[src/rtl/pwm_pkg.sv]
// Shared definitions for the PWM duty ramp: state encoding and default resolution.
`default_nettype none

package pwm_pkg;

    localparam int PWM_R_DEFAULT = 8;

    localparam logic [1:0] ST_IDLE = 2'd0;
    localparam logic [1:0] ST_UP   = 2'd1;
    localparam logic [1:0] ST_DOWN = 2'd2;

    typedef enum logic [1:0] {
        S_IDLE = ST_IDLE,
        S_UP   = ST_UP,
        S_DOWN = ST_DOWN
    } state_e;

endpackage

`default_nettype wire

[src/rtl/pwm_period_tick.sv]
// Free-running PWM period counter plus rate divider; emits period_end and the update tick.
`default_nettype none

module pwm_period_tick #(
    parameter int R      = 8,
    parameter int RATE_W = 4
) (
    input  logic              clk,
    input  logic              reset,
    input  logic              clr_i,
    input  logic [RATE_W-1:0] rt_i,
    output logic              period_end_o,
    output logic              tick_o
);

    logic [R-1:0]      cnt_q;
    logic [RATE_W-1:0] div_q;
    logic [RATE_W-1:0] div_d;

    assign period_end_o = (cnt_q == {R{1'b1}});
    assign tick_o       = period_end_o && (div_q == rt_i);

    always_comb begin
        div_d = div_q;
        if (clr_i || tick_o) begin
            div_d = '0;
        end else if (period_end_o) begin
            div_d = div_q + RATE_W'(1);
        end
    end

    always_ff @(posedge clk or posedge reset) begin
        if (reset) begin
            cnt_q <= '0;
            div_q <= '0;
        end else begin
            cnt_q <= cnt_q + R'(1);
            div_q <= div_d;
        end
    end

endmodule

`default_nettype wire

[src/rtl/pwm_duty_ramp.sv]
// Duty-cycle slew sequencer for the R-bit PWM stage; updates only on period boundaries.
// Optional macro PWM_RAMP_DONE_PULSE_EN adds a one-cycle done pulse at ramp completion.
`default_nettype none

module pwm_duty_ramp
    import pwm_pkg::*;
#(
    parameter int R      = PWM_R_DEFAULT,
    parameter int RATE_W = 4
) (
    input  logic              clk,
    input  logic              reset,
    input  logic              load,
    input  logic [R-1:0]      target,
    input  logic [R-1:0]      step,
    input  logic [RATE_W-1:0] rate,
    output logic [R-1:0]      duty,
    output logic              busy,
    output logic              at_target,
    output logic              period_end
`ifdef PWM_RAMP_DONE_PULSE_EN
    ,
    output logic              done
`endif
);

    state_e            state_q, state_d, w_dir;
    logic [R-1:0]      duty_q, duty_d;
    logic [R-1:0]      tgt_q, tgt_d;
    logic [R-1:0]      stp_q, stp_d;
    logic [R-1:0]      w_diff;
    logic [RATE_W-1:0] rt_q, rt_d;
    logic              eval_q;
    logic              busy_q;
    logic              at_target_q;
    logic              done_q, done_d;
    logic              w_tick;

    pwm_period_tick #(
        .R      (R),
        .RATE_W (RATE_W)
    ) u_tick (
        .clk          (clk),
        .reset        (reset),
        .clr_i        (load),
        .rt_i         (rt_q),
        .period_end_o (period_end),
        .tick_o       (w_tick)
    );

    always_comb begin
        tgt_d = tgt_q;
        stp_d = stp_q;
        rt_d  = rt_q;
        if (load) begin
            tgt_d = target;
            stp_d = (step == '0) ? R'(1) : step;
            rt_d  = rate;
        end

        // Direction is re-derived the edge after a load; otherwise it is the current state.
        w_dir = state_q;
        if (eval_q) begin
            if (tgt_q > duty_q) begin
                w_dir = S_UP;
            end else if (tgt_q < duty_q) begin
                w_dir = S_DOWN;
            end else begin
                w_dir = S_IDLE;
            end
        end

        duty_d = duty_q;
        w_diff = '0;
        if (w_tick) begin
            case (w_dir)
                S_UP: begin
                    w_diff = tgt_q - duty_q;
                    duty_d = (w_diff <= stp_q) ? tgt_q : duty_q + stp_q;
                end
                S_DOWN: begin
                    w_diff = duty_q - tgt_q;
                    duty_d = (w_diff <= stp_q) ? tgt_q : duty_q - stp_q;
                end
                default: ;
            endcase
        end

        state_d = (duty_d == tgt_q) ? S_IDLE : w_dir;
        done_d  = w_tick && (w_dir != S_IDLE) && (duty_d == tgt_q);
    end

    always_ff @(posedge clk or posedge reset) begin
        if (reset) begin
            state_q     <= S_IDLE;
            duty_q      <= '0;
            tgt_q       <= '0;
            stp_q       <= R'(1);
            rt_q        <= '0;
            eval_q      <= 1'b0;
            busy_q      <= 1'b0;
            at_target_q <= 1'b1;
            done_q      <= 1'b0;
        end else begin
            state_q     <= state_d;
            duty_q      <= duty_d;
            tgt_q       <= tgt_d;
            stp_q       <= stp_d;
            rt_q        <= rt_d;
            eval_q      <= load;
            busy_q      <= (state_d != S_IDLE);
            at_target_q <= (duty_d == tgt_d);
            done_q      <= done_d;
        end
    end

    assign duty      = duty_q;
    assign busy      = busy_q;
    assign at_target = at_target_q;

`ifdef PWM_RAMP_DONE_PULSE_EN
    assign done = done_q;
`else
    logic w_done_unused;
    assign w_done_unused = done_q;
`endif

endmodule

`default_nettype wire

[config.mk]
export PLATFORM = sky130hd
export DESIGN_NAME = pwm_duty_ramp
export DESIGN_NICKNAME = d
export VERILOG_FILES = /design/src/rtl/pwm_pkg.sv /design/src/rtl/pwm_period_tick.sv /design/src/rtl/pwm_duty_ramp.sv
export SDC_FILE = /design/constraint.sdc
export NUM_CORES = 1
export LEC_CHECK = 0
export CORE_UTILIZATION = 35
export DETAILED_ROUTE_END_ITERATION = 10
export PLACE_DENSITY = 0.61
export SYNTH_ARGS = -nofsm -noshare
export SYNTH_HDL_FRONTEND = slang
export SYNTH_SLANG_ARGS = --single-unit
[constraint.sdc]
create_clock -name clk -period 11.4 [get_ports clk]
set_input_delay 1.71 -clock clk [delete_from_list [all_inputs] [get_ports clk]]
set_output_delay 1.71 -clock clk [all_outputs]
set_load 0.1 [all_outputs]
# Word-level counts from Yosys, hierarchy flattened
# Index checks and enable logic that the tools add are counted.
# op_classes
add_sub_neg,6
n_lt_le_gt_ge,4
n_eq_ne,6
n_mux,12
reduce_logical,5
# op_table
cell,count
2-to-1 mux 8 bit,5
subtractor 8 bit,3
equality test 8 bit,2
less-or-equal comparator 8 bit,2
case mux 8 bit (2 select lines),1
"adder 8 x 1 -> 8 bit, second input constant",1
adder 8 bit,1
"equality test 8 bit, second input constant",1
> comparator 8 bit,1
logical NOT 8 bit,1
less-than comparator 8 bit,1
2-to-1 mux 2 bit,4
2-to-1 mux 4 bit,2
"adder 4 x 1 -> 4 bit, second input constant",1
equality test 4 bit,1
nonzero test 2 bit,2
"equality test 2 x 1 -> 1 bit, second input constant",1
"equality test 2 bit, second input constant",1
logical AND 1 bit,1
logical OR 1 bit,1
# totals
reg_bits,45
in_bits,23
out_inout_bits,11
wordCells,43

# Logic depth before layout (Yosys ltp)
# logic_depth
word_depth,10
depth_mapped,21
mapped_depth_nobuf,21

# By module
# A second synthesis with hierarchy kept.
# unflattened
cells_unflattened,489
area_unflattened_um2,4289.1
# by_module_without_submodules
mod,instances,cells_per_inst,area_each_um2,seq_area_each_um2
pwm_duty_ramp,1,436,3652.3,828.3
pwm_period_tick,1,53,636.9,300.3

# Least setup slack after synthesis
# OpenSTA, ideal clock, no wires.
# synth_path
kind,reg-to-reg
startpoint,reg duty_q[1] (netlist: duty[1])
endpoint,reg busy_q (netlist: busy)
setup_time_ns,0.145
t_arrival_ns,5.311
t_required_ns,11.255
setup_slack_ns,5.945
path_stages_with_launch,20
path_buffers,1
synth_period_minus_slack_ns,5.455
cell_sequence,dfrtp_1 > inv_1 > fa_1 > a21o_1 > a21oi_1 > o21bai_1 > a21oi_1 > o21bai_1 > a21oi_1 > nor2_1 > a21oi_1 > ha_1 > or4_1 > buf_2 > o21ai_2 > o41ai_1 > or3_1 > or4_4 > a2111oi_4 > a22oi_1
# synth_via
elab_chain_cells,10
elab_cells_between_ends,20
cone_classes,4 x add/sub; 4 x order compare; 3 x eq/ne; 8 x mux; 1 x reduce/logical
# synth_lines
item,line,rtl
start: declaration,pwm_duty_ramp.sv:28,"logic [R-1:0] duty_q, duty_d;"
start signal: assignment,pwm_duty_ramp.sv:106,duty_q <= duty_d;
"parallel branches: the longest is 8 deep, another holds subtractor 8 bit",-,
2-to-1 mux 2 bit *,pwm_duty_ramp.sv:89,state_d = (duty_d == tgt_q) ? S_IDLE : w_dir;
nonzero test 2 bit *,pwm_duty_ramp.sv:111,busy_q <= (state_d != S_IDLE);
end signal: assignment,pwm_duty_ramp.sv:111,
end: declaration,pwm_duty_ramp.sv:34,logic busy_q;
# Mark *: on every way between the ends.
# A chain may end at the register's enable or synchronous reset.

# Worst setup path after layout
# Same ends and word-level chain as after synthesis.

==> flow_summary.ini <==
[outcome]
status = finished, final reports clean

[worst_setup_path]
critPathSlowestCell = or4_1
critPathLaunch = duty[1]
crit_path_start_kind = register
cp_data_required_time_ns = 11.56
crit_chain = inv_1 > fa_1 > a21o_1 > a21oi_1 > o21bai_1 > a21oi_1 > o21bai_1 > a21oi_1 > nor2_1 > a21oi_1 > ha_1 > or4_1 > o21ai_2 > o41ai_1 > or3_1 > or4_4 > a2111oi_4 > a22oi_1
cp_slowest_stage_delay_ns = 0.73
crit_type = register to register
critPathMaxFanout = 11
critPathArrivalTime_ns = 5.71
path_common_cell = a21oi_1
r2r-start = duty[1]
end_kind = register

[sta]
setup_viol = 0
slew_headroom_pct = 26.8
rsz0062_at_grt = false
period_minus_slack_ns = 5.55
fin_crit_sh_pct = 48.7
finalHoldViolations = 0
finalMaxSlewViolations = 0
tightestPinTransition_ns = 1.09
timing.fmax_ghz = 0.180
fin_hold_ws_ns = 0.483
setup_total_negative_slack_ns = 0
skew_ns = 0.00484

[place]
gp_congestion = 0.968
place_hpwl_mm = 9.90
numPortBuffers = 33

[logic_synthesis]
ys_seq_elements = 45
ys.flop_type = dfrtp_1
synth_nets = 569
ys_warn_count = 0
async_flop_share_pct = 100
synth_cell_types = 60
ys_seq_area_share_pct = 26.9
synth_area_um2 = 4200
synth_edf_count = 0
netlist_instances = 494
synth_area_per_cell_um2 = 8.50

[clock_network]
cts_root_buf = clkbuf_16
clk_pin_slew_worst_paths_ns = 0.07
cts_tree = yes
cts_setup_buffers = 0
clk_latency_ns = 0.30
cts_made_buffers = 5
cts_buffer_depth = 2
cts.htree.levels = 2
cts_sinks = 45
cts_resized = 0
hold_buffers = 0

[detailed_routing]
vias_per_cell = 5.73
via_count = 3787
drt-total-wl_mm = 12.7
drcViolationCount = 0
routedWlPerCell_um = 19.3
firstDrtPassIters = 5
drtIter0Drc = 331
ant_nets = 0

[final_layout]
insertedDiodeCount = 0
num-nets-final = 592
layout_common_cells = ha_1, inv_1, dfrtp_1
final_common_cell = ha_1
fillerInstances = 1139
drive_gt1_share_pct = 5.21
area_growth_pct = 14.4

[grt]
grt_pass1_wl_mm = 20.4
gr-total-overflow = 0
grt_pass1_vias = 3746
grtUsageTotal_pct = 21.2
grt_max_degree = 46
antenna_found_initial = 0

[floorplanning]
die_area_um2 = 12400
die-width_um = 112
dieHeight_um = 112
ios = 34
rows = 39
core_um2 = 11600
initial_core_util_pct = 36.3

[min_path]
worstHoldPathType = register to register
hold_path_startpoint = u_tick.cnt_q[0]

[power]
switching_share_pct = 39.6
p_per_area_nw_per_um2 = 112
p_int_uw = 325
p_leak_uw = 0.00206
p_sw_uw = 213
pwr-share-comb_pct = 37.0
seqPwrFrac_pct = 33.2
power_uw = 538
p_clk_share_pct = 29.8
max-vdd-ir-drop_mv = 0.0658

[job]
maxCapViolations = 0
-- worst max-delay path: cells and delay by family (launching register included) --
family,cells,cell delay (ns)
buffers and inverters,1,0.17
flip-flops,1,0.69
AND/OR/NAND/NOR,4,1.66
adder cells (fa/ha/maj),2,0.84
AO/OA/AOI/OAI,11,2.06
-- logic make-up after synthesis --
kind of cell,synth area share (%)
DFF,26.9
adders and majority gates,16.2
and+or+nand+nor,16.4
buffers and inverters,5.66
muxes,2.32
AOI/OAI and AO/OA,21.7
xor gates and xnor gates,10.8
-- sequential cells by signal, indices dropped and copies added, names as in the netlist --
name,flops
rt_q,4
tgt_q,8
duty,8
u_tick.div_q,4
stp_q,8
busy,1
eval_q,1
at_target,1
state_q,2
u_tick.cnt_q,8
-- power groups by stage --
stage | registers, uW | clock network [uW] | logic (uW)
after floorplan | 183 | 0 | 134
after global placement | 182 | 0 | 192
after detailed placement | 182 | 0 | 194
after CTS | 179 | 164 | 195
after global routing | 180 | 169 | 218
final | 179 | 160 | 199
-- per-stage QoR --
step	setup slack [ns]	instances	util [%]	cell area (um2)
3_3_place_gp	6.06	653	40.2	4650
6_report	5.85	661	41.5	4800
5_1_grt	5.50	661	41.5	4800
3_5_place_dp	5.93	653	40.2	4650
4_1_cts	5.92	661	41.5	4800
2_1_floorplan	5.94	494	-	4200
-- layer usage --
metal | wire [um] | vias to the layer above | share of wire (%) | GRT usage, %
met5 | 0 | - | 0 | 0
met4 | 611 | 0 | 4.8 | 10.3
met3 | 694 | 42 | 5.4 | 2.94
met2 | 5850 | 153 | 46 | 34.3
met1 | 5590 | 1788 | 44 | 27.9
li1 | - | 1804 | - | -
-- synthesized netlist by cell type, drive strengths merged, types with 6 or more instances --
library cell	number	area share (%)
a21o	9	1.6
ha	48	14
dfrtp	43	26
nor2	27	2.4
o21bai	7	1.3
clkbuf	17	1.5
mux2	6	1.6
xnor2	37	7.7
nor2b	8	1.2
o21ai	37	4.5
xor2	15	3.1
nand4	12	2.1
nand2	39	3.5
nand3	12	1.4
o211ai	8	1.4
a31oi	6	0.89
inv	44	3.9
nor3	11	1.3
a211oi	7	1.4
a21oi	41	4.9
-- layout make-up --
class                           instances  area [um2]  area share [%]
Clock buffer                            5         125            2.60
Clock inverter                          3        28.8           0.599
Inverter                               44         165            3.44
Multi-Input combinational cell        386        2830            59.0
Sequential cell                        45        1130            23.5
Tap cell                              143         179            3.72
Timing Repair Buffer                   35         345            7.19
-- final timing paths --
kind	endpoint	slack (ns)	depth (start not counted)
worst min register to register	u_tick.cnt_q[0]	0.48	1
worst max-delay path	busy	5.85	18
worst min-delay path	u_tick.cnt_q[0]	0.48	1
max in group asynchronous	duty[4]	8.85	2
min in group asynchronous	u_tick.cnt_q[1]	1.96	2
worst max register to register	busy	5.85	18
(Power assumes the default switching activity.)
